File: src/rtl/pe_pkg.sv
// pe_pkg: shared width defaults, accumulator-width helper and window FSM encoding.
// Revision: 1.0
`default_nettype none

package pe_pkg;

  localparam int DATA_WIDTH_DEF   = 8;
  localparam int WEIGHT_WIDTH_DEF = 8;

  typedef enum logic [0:0] {
    ACCUM  = 1'b0,
    COMMIT = 1'b1
  } win_state_e;

  // Wide enough to hold kernel_len maximal products without wrapping.
  function automatic int acc_width(input int dw, input int ww, input int kl);
    return dw + ww + $clog2(kl + 1);
  endfunction

endpackage

`default_nettype wire

File: src/rtl/pe_result_fifo.sv
// pe_result_fifo: show-ahead result buffer with occupancy count; push and pop may coincide at full.
// Revision: 1.0
`default_nettype none

module pe_result_fifo #(
  parameter  int WIDTH = 20,
  parameter  int DEPTH = 4,
  localparam int AW    = $clog2(DEPTH),
  localparam int CW    = $clog2(DEPTH + 1)
) (
  input  logic             clk,
  input  logic             rst,
  input  logic             push,
  input  logic [WIDTH-1:0] push_data,
  input  logic             pop,
  output logic [WIDTH-1:0] pop_data,
  output logic [CW-1:0]    count,
  output logic             full,
  output logic             empty
);

  logic [WIDTH-1:0] mem [DEPTH];
  logic [AW-1:0]    rd_ptr;
  logic [AW-1:0]    wr_ptr;
  logic [CW-1:0]    count_q;
  logic             do_pop;
  logic             do_push;

  assign full    = (count_q == CW'(DEPTH));
  assign empty   = (count_q == '0);
  assign do_pop  = pop && !empty;
  // At full a push is only accepted when the head leaves in the same cycle.
  assign do_push = push && (!full || do_pop);

  always_ff @(posedge clk) begin
    if (do_push) begin
      mem[wr_ptr] <= push_data;
    end
  end

  always_ff @(posedge clk) begin
    if (rst) begin
      rd_ptr  <= '0;
      wr_ptr  <= '0;
      count_q <= '0;
    end else begin
      if (do_push) begin
        wr_ptr <= wr_ptr + AW'(1);
      end
      if (do_pop) begin
        rd_ptr <= rd_ptr + AW'(1);
      end
      if (do_push && !do_pop) begin
        count_q <= count_q + CW'(1);
      end else if (do_pop && !do_push) begin
        count_q <= count_q - CW'(1);
      end
    end
  end

  assign pop_data = empty ? '0 : mem[rd_ptr];
  assign count    = count_q;

endmodule

`default_nettype wire

File: src/rtl/pe_collector.sv
// pe_collector: sums KERNEL_LEN PE products per window, buffers results, drives feeder stall.
// Optional requantisation (shift + saturate, sat_hit output) under macro PE_COLL_REQUANT_EN. Revision: 1.0
`default_nettype none

module pe_collector
  import pe_pkg::*;
#(
  parameter  int DATA_WIDTH   = DATA_WIDTH_DEF,
  parameter  int WEIGHT_WIDTH = WEIGHT_WIDTH_DEF,
  parameter  int KERNEL_LEN   = 9,
  parameter  int FIFO_DEPTH   = 4,
`ifdef PE_COLL_REQUANT_EN
  parameter  int SHIFT        = 4,
`endif
  localparam int PROD_WIDTH   = DATA_WIDTH + WEIGHT_WIDTH,
  localparam int ACC_WIDTH    = acc_width(DATA_WIDTH, WEIGHT_WIDTH, KERNEL_LEN),
  localparam int CNT_WIDTH    = $clog2(KERNEL_LEN + 1)
) (
  input  logic                  clk,
  input  logic                  rst,
  input  logic [PROD_WIDTH-1:0] pe_output,
  input  logic                  pe_done,
  input  logic                  win_clr,
  output logic [ACC_WIDTH-1:0]  res_data,
  output logic                  res_valid,
  input  logic                  res_ready,
  output logic                  pe_stall,
`ifdef PE_COLL_REQUANT_EN
  output logic                  sat_hit,
`endif
  output logic [CNT_WIDTH-1:0]  win_cnt,
  output logic                  overflow
);

  localparam int FCW = $clog2(FIFO_DEPTH + 1);

  win_state_e            state;
  win_state_e            state_nxt;
  logic [ACC_WIDTH-1:0]  acc;
  logic [ACC_WIDTH-1:0]  commit_q;
  logic [ACC_WIDTH-1:0]  prod_ext;
  logic [ACC_WIDTH-1:0]  push_data;
  logic [CNT_WIDTH-1:0]  cnt;
  logic                  last;
  logic                  push;
  logic                  pop;
  logic                  fifo_full;
  logic                  fifo_empty;
  logic [FCW-1:0]        fifo_count;
  logic [FCW:0]          occupancy;
  logic                  stall_q;
  logic                  ovf_q;

  assign prod_ext = ACC_WIDTH'(pe_output);
  assign last     = (cnt == CNT_WIDTH'(KERNEL_LEN - 1));

  always_ff @(posedge clk) begin
    if (rst) begin
      state <= ACCUM;
    end else begin
      state <= state_nxt;
    end
  end

  always_comb begin
    state_nxt = ACCUM;
    if (!win_clr && pe_done && last) begin
      state_nxt = COMMIT;
    end
  end

  always_comb begin
    push = (state == COMMIT);
  end

  // acc and cnt are already zero in COMMIT, so a product there opens the next window.
  always_ff @(posedge clk) begin
    if (rst) begin
      acc      <= '0;
      cnt      <= '0;
      commit_q <= '0;
    end else if (win_clr) begin
      acc <= '0;
      cnt <= '0;
    end else if (pe_done) begin
      if (last) begin
        commit_q <= acc + prod_ext;
        acc      <= '0;
        cnt      <= '0;
      end else begin
        acc <= acc + prod_ext;
        cnt <= cnt + CNT_WIDTH'(1);
      end
    end
  end

`ifdef PE_COLL_REQUANT_EN
  localparam logic [ACC_WIDTH-1:0] SAT_MAX = ACC_WIDTH'((64'd1 << DATA_WIDTH) - 64'd1);

  logic [ACC_WIDTH-1:0] shifted;
  logic                 sat;
  logic                 sat_q;

  assign shifted   = commit_q >> SHIFT;
  assign sat       = (shifted > SAT_MAX);
  assign push_data = sat ? SAT_MAX : shifted;

  always_ff @(posedge clk) begin
    if (rst) begin
      sat_q <= 1'b0;
    end else begin
      sat_q <= push && sat;
    end
  end

  assign sat_hit = sat_q;
`else
  assign push_data = commit_q;
`endif

  assign pop = res_valid && res_ready;

  pe_result_fifo #(
    .WIDTH (ACC_WIDTH),
    .DEPTH (FIFO_DEPTH)
  ) u_fifo (
    .clk       (clk),
    .rst       (rst),
    .push      (push),
    .push_data (push_data),
    .pop       (pop),
    .pop_data  (res_data),
    .count     (fifo_count),
    .full      (fifo_full),
    .empty     (fifo_empty)
  );

  assign res_valid = !fifo_empty;
  assign occupancy = {1'b0, fifo_count} + {{FCW{1'b0}}, push};

  always_ff @(posedge clk) begin
    if (rst) begin
      stall_q <= 1'b0;
      ovf_q   <= 1'b0;
    end else begin
      stall_q <= (occupancy >= (FCW + 1)'(FIFO_DEPTH - 1));
      if (push && fifo_full && !pop) begin
        ovf_q <= 1'b1;
      end
    end
  end

  assign pe_stall = stall_q;
  assign overflow = ovf_q;
  assign win_cnt  = cnt;

endmodule

`default_nettype wire

File: config.mk
export PLATFORM = sky130hd
export DESIGN_NAME = pe_collector
export DESIGN_NICKNAME = d
export VERILOG_FILES = /design/src/rtl/pe_pkg.sv /design/src/rtl/pe_result_fifo.sv /design/src/rtl/pe_collector.sv
export SDC_FILE = /design/constraint.sdc
export NUM_CORES = 1
export LEC_CHECK = 0
export ABC_AREA = 1
export BUFFER_PORTS_ARGS = -buffer_cell sky130_fd_sc_hd__buf_2
export CAP_MARGIN = 20
export CORE_MARGIN = 10
export CORE_UTILIZATION = 60
export DETAILED_ROUTE_END_ITERATION = 12
export PLACE_DENSITY = 0.8
export SYNTH_ARGS = -nofsm -noshare
export SYNTH_HDL_FRONTEND = slang
export SYNTH_HIERARCHICAL = 1
export SYNTH_SLANG_ARGS = --single-unit
File: constraint.sdc
create_clock -name clk -period 3.35 [get_ports clk]
set_input_delay 0.1675 -clock clk [delete_from_list [all_inputs] [get_ports clk]]
set_output_delay 0.1675 -clock clk [all_outputs]
set_load 0.03 [all_outputs]
# ---- Word-level counts from Yosys, hierarchy flattened
# Memory sizes are Yosys's and may differ from the RTL's. A register that Yosys moved wholly into a read port is not among the register bits.
# Index checks and enable logic that the tools add are counted.
dict set report totals {
  register_bits 54
  latchBits 0
  ramBits 80
  mem_bits_ro 0
  input_bits 21
  output_inout_bits 27
  word_cells 51
  n_memories 1
}
dict set report op_classes {
  add_sub_neg 7
  multipliers 0
  div 0
  n_lt_le_gt_ge 1
  eq_ne 2
  shift 0
  mux 10
  n_bitwise 1
  reduce_logical 20
}
# memory words word_bits read_ports rd_ports_with_merged_regs write_ports line_no
set memory_table {}
lappend memory_table {u_fifo.mem 4 20 1 1 1 pe_result_fifo.sv:22} ;# logic [WIDTH-1:0] mem [DEPTH];
# op n
set op_table {}
lappend op_table {{$mux W20} 2}
lappend op_table {{$add A20 B16 Y20} 1}
lappend op_table {{$logic_and A1 B1 Y1} 9}
lappend op_table {{$logic_not A1 Y1} 6}
lappend op_table {{$mux W3} 2}
lappend op_table {{$add A2 B1 Y2 const B} 2}
lappend op_table {{$add A3 B1 Y4} 1}
lappend op_table {{$add A4 B1 Y4 const B} 1}
lappend op_table {{$eq A4 B4 Y1 const B} 1}
lappend op_table {{$ge A4 B2 Y1 const B} 1}
lappend op_table {{$mux W2} 2}
lappend op_table {{$mux W4} 1}
lappend op_table {{$add A3 B1 Y3 const B} 1}
lappend op_table {{$eq A3 B3 Y1 const B} 1}
lappend op_table {{$logic_not A3 Y1} 1}
lappend op_table {{$mux W1} 3}
lappend op_table {{$reduce_and A3 Y1} 1}
lappend op_table {{$sub A3 B1 Y3 const B} 1}
lappend op_table {{$reduce_bool A2 Y1} 1}
lappend op_table {{$reduce_or A2 Y1} 1}
lappend op_table {{$logic_or A1 B1 Y1} 1}
lappend op_table {{$not A1 Y1} 1}

# ---- Longest topological paths before layout
dict set report logic_depth {
  ltp_word 10
  depth_mapped 18
}

# ---- By module
# Netlist, hierarchy kept.
# module n_inst cells_each area_per_inst_um2
set by_module_without_submodules {}
lappend by_module_without_submodules {pe_result_fifo 1 309 3643.5}
lappend by_module_without_submodules {pe_collector 1 470 3014.1}

# ---- Least setup slack after synthesis
# OpenSTA, ideal clock, no wires.
dict set report synth_timing {
  path_kind {register -> register}
  start {register u_fifo.count_q[1], in the netlist u_fifo/count[1]}
  end {memory u_fifo.mem[0][0] (enable)}
  setup_time_ns 0.397
  arrival_time_ns 2.213
  path_slack_ns 0.741
  stages_incl_launch_ff 10
  period_less_slack_ns 2.609
  cell_sequence {dfxtp_1 -> nor2_1 -> nand2_2 -> inv_1 -> buf_4 -> nor2_1 -> inv_1 -> nand3_1 -> nand2_1 -> nor2_1}
}
dict set report synth_via {
  elab_chain_cells 8
  word_cells_on_any_way 10
  classes_between {1 x eq/ne; 2 x mux; 7 x reduce/logical}
}
# item line_no
set synth_rtl {}
lappend synth_rtl {{start: declaration} pe_result_fifo.sv:25} ;# logic [CW-1:0] count_q;
lappend synth_rtl {{start signal: assignment} pe_result_fifo.sv:54} ;# count_q <= count_q + CW'(1);
lappend synth_rtl {{start signal: assignment} pe_result_fifo.sv:56} ;# count_q <= count_q - CW'(1);
lappend synth_rtl {{$logic_not A3 Y1} pe_result_fifo.sv:30} ;# assign empty = (count_q == '0);
lappend synth_rtl {{named net fifo_empty} pe_collector.sv:48} ;# logic fifo_empty;
lappend synth_rtl {{$logic_not A1 Y1} pe_collector.sv:138} ;# assign res_valid = !fifo_empty;
lappend synth_rtl {{$logic_and A1 B1 Y1} pe_collector.sv:121} ;# assign pop = res_valid && res_ready;
lappend synth_rtl {{named net pop} pe_collector.sv:46} ;# logic pop;
lappend synth_rtl {{$logic_and A1 B1 Y1} pe_result_fifo.sv:31} ;# assign do_pop = pop && !empty;
lappend synth_rtl {{$logic_or A1 B1 Y1} pe_result_fifo.sv:33} ;# assign do_push = push && (!full || do_pop);
lappend synth_rtl {{$logic_and A1 B1 Y1} pe_result_fifo.sv:33}
lappend synth_rtl {{$mux W1} pe_result_fifo.sv:36} ;# if (do_push) begin
lappend synth_rtl {{$mux W1 (implied by the code)} pe_result_fifo.sv:37} ;# mem[wr_ptr] <= push_data;
lappend synth_rtl {{end: declaration} pe_result_fifo.sv:22}
# The timed path passes the listed nets, and every way through them passes these cells.

# ---- Final worst setup path
dict set report layout_timing {
  start {register u_fifo.count_q[0], in the netlist u_fifo/count[0]}
  end {register u_fifo.count_q[2], in the netlist u_fifo/count[2]}
}
dict set report layout_via {
  elab_chain_cells 9
  word_cells_on_any_way 17
  classes_between {2 x add/sub; 1 x eq/ne; 2 x mux; 12 x reduce/logical}
}
# item line_no
set layout_rtl {}
lappend layout_rtl {{$logic_not A3 Y1 *} pe_result_fifo.sv:30}
lappend layout_rtl {{named net fifo_empty} pe_collector.sv:48}
lappend layout_rtl {{$logic_not A1 Y1 *} pe_collector.sv:138}
lappend layout_rtl {{$logic_and A1 B1 Y1 *} pe_collector.sv:121}
lappend layout_rtl {{named net pop} pe_collector.sv:46}
lappend layout_rtl {{$logic_and A1 B1 Y1 *} pe_result_fifo.sv:31}
lappend layout_rtl {{$logic_or A1 B1 Y1 *} pe_result_fifo.sv:33}
lappend layout_rtl {{$logic_and A1 B1 Y1 *} pe_result_fifo.sv:33}
lappend layout_rtl {{named net u_fifo.do_push} pe_result_fifo.sv:27} ;# logic do_push;
lappend layout_rtl {{$logic_not A1 Y1} pe_result_fifo.sv:55} ;# end else if (do_pop && !do_push) begin
lappend layout_rtl {{$logic_and A1 B1 Y1} pe_result_fifo.sv:55}
lappend layout_rtl {{$reduce_bool A2 Y1 (no line)} n/a}
# Mark *: on every way through the listed nets, which the timed path passes. The rest lies on a longest branch. The select of a mux whose other input is x is not followed.
# A chain may end at the register's enable or synchronous reset.

==> impl_metrics.json <==
{
  "postSynth.asyncResetShare": 0,
  "final_cells": 985,
  "global_route_wire_length_before_repair_um": 24800,
  "worstSetupStartpointType": "register",
  "synth.area.top_cells": "edfxtp_1 36%, dfxtp_1 17%, nand2_1 9.1%, nor2_1 8.1%, ha_1 4.7%",
  "design_power_total_w": 0.00366,
  "grt_overflow": 0,
  "timing.critical_path.required_ns": 3.75,
  "ys_ff_latch": 136,
  "use_met3": 0.0503,
  "routed_wire_length_per_instance_um": 15.0,
  "crit_family": "simple AND/OR/NAND/NOR gates",
  "synth_enable_flop_cells": 80,
  "pleak_nw": 3.34,
  "clock_sinks": 136,
  "timing.final.crit_period_ns": 2.67,
  "cp.buffers_inverters": 4,
  "drc_errors": 0,
  "clock_path_buffers": 2,
  "cts-root-buf": "clkbuf_8",
  "h-tree-depth": 4,
  "num_vias": 5268,
  "netlist.area_leader.share": 0.361,
  "clock_skew_ns": 0.0105,
  "vdd_ir_max_mv": 0.449,
  "floorplan.core_area_mm2": 0.0108,
  "mappedNetlistNets": 827,
  "cts.clk_slew.worst_paths_ns": 0.06,
  "power_per_cell_area_mw_per_mm2": 486,
  "first_pass_iters": 5,
  "syn-mean-instance-area_um2": 8.55,
  "worst-path-max-fanout": 5,
  "clock_latency_ns": 0.51,
  "count_of_endpoints_failing_setup_in_the_final_report": 0,
  "tritoncts": "yes",
  "std_cell_rows": 38,
  "drt.antenna.violating_nets": 0,
  "hold_path.class": "in2reg",
  "place.gp.congestion": 0.877,
  "timing_hold_violations_final": 0,
  "outcome": "finished clean",
  "cts_setup_buffers": 0,
  "floorplan.die_area_mm2": 0.0157,
  "drt-initial-drc-count": 418,
  "achievable-frequency_mhz": 374,
  "grt_util_all_layers": 0.191,
  "cpPeakStageDelay_ns": 0.45,
  "dominantRegCellSynth": "edfxtp_1",
  "maxSlewViolCount": 0,
  "cell_area_synth_mm2": 0.00666,
  "worstPathCellList": "nor2_1, nand2_2, inv_1, nor2_1, inv_1, nand3_1, nand2_1, inv_1, ha_1, inv_1, fa_1, nand2_1, nand3_1, nor2_1, nor2_1",
  "starting_utilization_of_the_core_area": 0.614,
  "globalRoute.busiestLayer": "met2",
  "synth.yosys.warnings": 6,
  "dp_cells": 949,
  "arrival_time_at_the_worst_endpoint_ns": 3.07,
  "grt_use_met2": 0.320,
  "rsz0062_at_grt": "no",
  "worstMarginPinSlew_ns": 0.975,
  "max-slew-margin-rel": 0.349,
  "design.portCount": 48,
  "netlist_top_cells_count": "162 x nand2_1, 144 x nor2_1, 81 x inv_1",
  "area_growth_syn_to_layout_pct": 13.1,
  "dp_slack_ns": 0.801,
  "route.detailed.vias_per_inst": 5.35,
  "finalWorstSetupSlack_ns": 0.679,
  "synth_area_leader_cell": "edfxtp_1",
  "max-cap-violations": 0,
  "routed_wl_um": 14800,
  "insertedDiodeCount": 0,
  "path_class": "reg2reg",
  "design.final.nets": 880,
  "cts-buffers-inserted": 17,
  "final_period_util": 0.797,
  "globalRouteMet1Util": 0.229,
  "number_of_antenna_violations_at_the_first_check_in_global_routing": 0,
  "fp.dieW_um": 125,
  "final_tns_setup_ns": 0,
  "floorplan.die.height_um": 125,
  "setup_crit_end_kind": "register",
  "fill_cells": 829,
  "cp_slowest_cell": "dfxtp_1",
  "synthesis.instances": 779,
  "yosys.cell_count.top_type": "nand2_1",
  "post_route_cells_drive_above_1_share": 0.124,
  "maximum_number_of_pins_on_one_net_before_global_route_repair": 42,
  "number_of_global_route_vias_before_repair": 5270,
  "synth.distinct_cells": 34,
  "port-buffer-count": 47,
  "synth_sequential_area_ratio": 0.529,
  "dp_hpwl_um": 9940
}
final timing paths:
path	from	end	slack [ns]	depth (start not counted)
worst min-delay path	res_ready	register	0.10	5
worst max register to register	u_fifo/count[0]$_SDFFE_PP0P_	u_fifo/count[2]$_SDFFE_PP0P_	0.68	15
worst max-delay path	u_fifo/count[0]$_SDFFE_PP0P_	u_fifo/count[2]$_SDFFE_PP0P_	0.68	15
worst min register to register	acc[12]$_SDFFE_PP0P_	acc[12]$_SDFFE_PP0P_	0.47	2
worst reg2reg max path, stage by stage (launching register included):
cell and delay (ns):
dfxtp_1 0.45, nor2_1 0.11, nand2_2 0.09, inv_1 0.05, nor2_1 0.24, inv_1 0.07, nand3_1 0.18, nand2_1 0.15
inv_1 0.09, ha_1 0.20, inv_1 0.10, fa_1 0.39, nand2_1 0.09, nand3_1 0.12, nor2_1 0.15, nor2_1 0.07
flip-flops by register name, summed over array words and instances, names as in the netlist, named ones only:
register / cells
win_cnt: 4
push: 1
u_fifo/count: 3
u_fifo/mem: 80
overflow: 1
pe_stall: 1
commit_q: 20
acc: 20
u_fifo/rd_ptr: 2
u_fifo/wr_ptr: 2
timing repair:
item / CTS / global route
gates resized for setup: 0 / 0
endpoints found under the hold margin: 5 / 0
hold buffers: 4 / 0
per-stage QoR:
step	hold slack [ns]	cell area, um2	util
detailed placement	0.461	6950	0.641
global route	0.132	7530	0.695
finish	0.102	7530	0.695
global placement	0.450	6950	0.641
floorplan	0.237	6660	-
CTS	0.0781	7530	0.695
metal layers:
layer / vias up / part of all wire
met3: 24 / 0.065
met4: 0 / 0.019
met2: 181 / 0.49
met1: 2414 / 0.42
li1: 2649 / -
met5: - / 0
cells in the final DEF, fill, tap and decap left out, types with 6 or more instances in the layout:
cell type,instances
dfxtp_1,56
o21ai_1,41
clkbuf_16,16
xor2_1,8
buf_4,10
ha_1,25
inv_1,81
a21oi_1,53
nand3_1,35
nand3b_1,6
buf_2,47
o21ai_0,15
nand2_2,7
nand2_1,162
edfxtp_1,80
nor2_1,144
cell families (layout without fill, tap and decap cells):
logic type | after synthesis | count (layout) | share of synthesized area
AOI/OAI and AO/OA | 124 | 124 | 0.0996
xor gates and xnor gates | 10 | 10 | 0.0132
adders and majority gates | 27 | 27 | 0.0530
buffers and inverters | 112 | 178 | 0.0769
DFF | 136 | 136 | 0.529
and+or+nand+nor | 370 | 370 | 0.228
power breakdown:
part           switching (W)  total, W  internal (W)
Combinational       0.000137  0.000207     0.0000699
Clock               0.000681   0.00168       0.00100
Sequential        0.00000595   0.00177       0.00176
Total               0.000825   0.00366       0.00283
cell type report:
| cell class | count | area (um2) | area share |
|---|---|---|---|
| Clock buffer | 21 | 439 | 0.0583 |
| Sequential cell | 136 | 3520 | 0.468 |
| Multi-Input combinational cell | 531 | 2620 | 0.348 |
| Clock inverter | 11 | 100 | 0.0133 |
| Inverter | 85 | 319 | 0.0424 |
| Timing Repair Buffer | 61 | 350 | 0.0465 |
| Tap cell | 140 | 175 | 0.0233 |
Note: power is estimated with default switching activity, not from simulation.
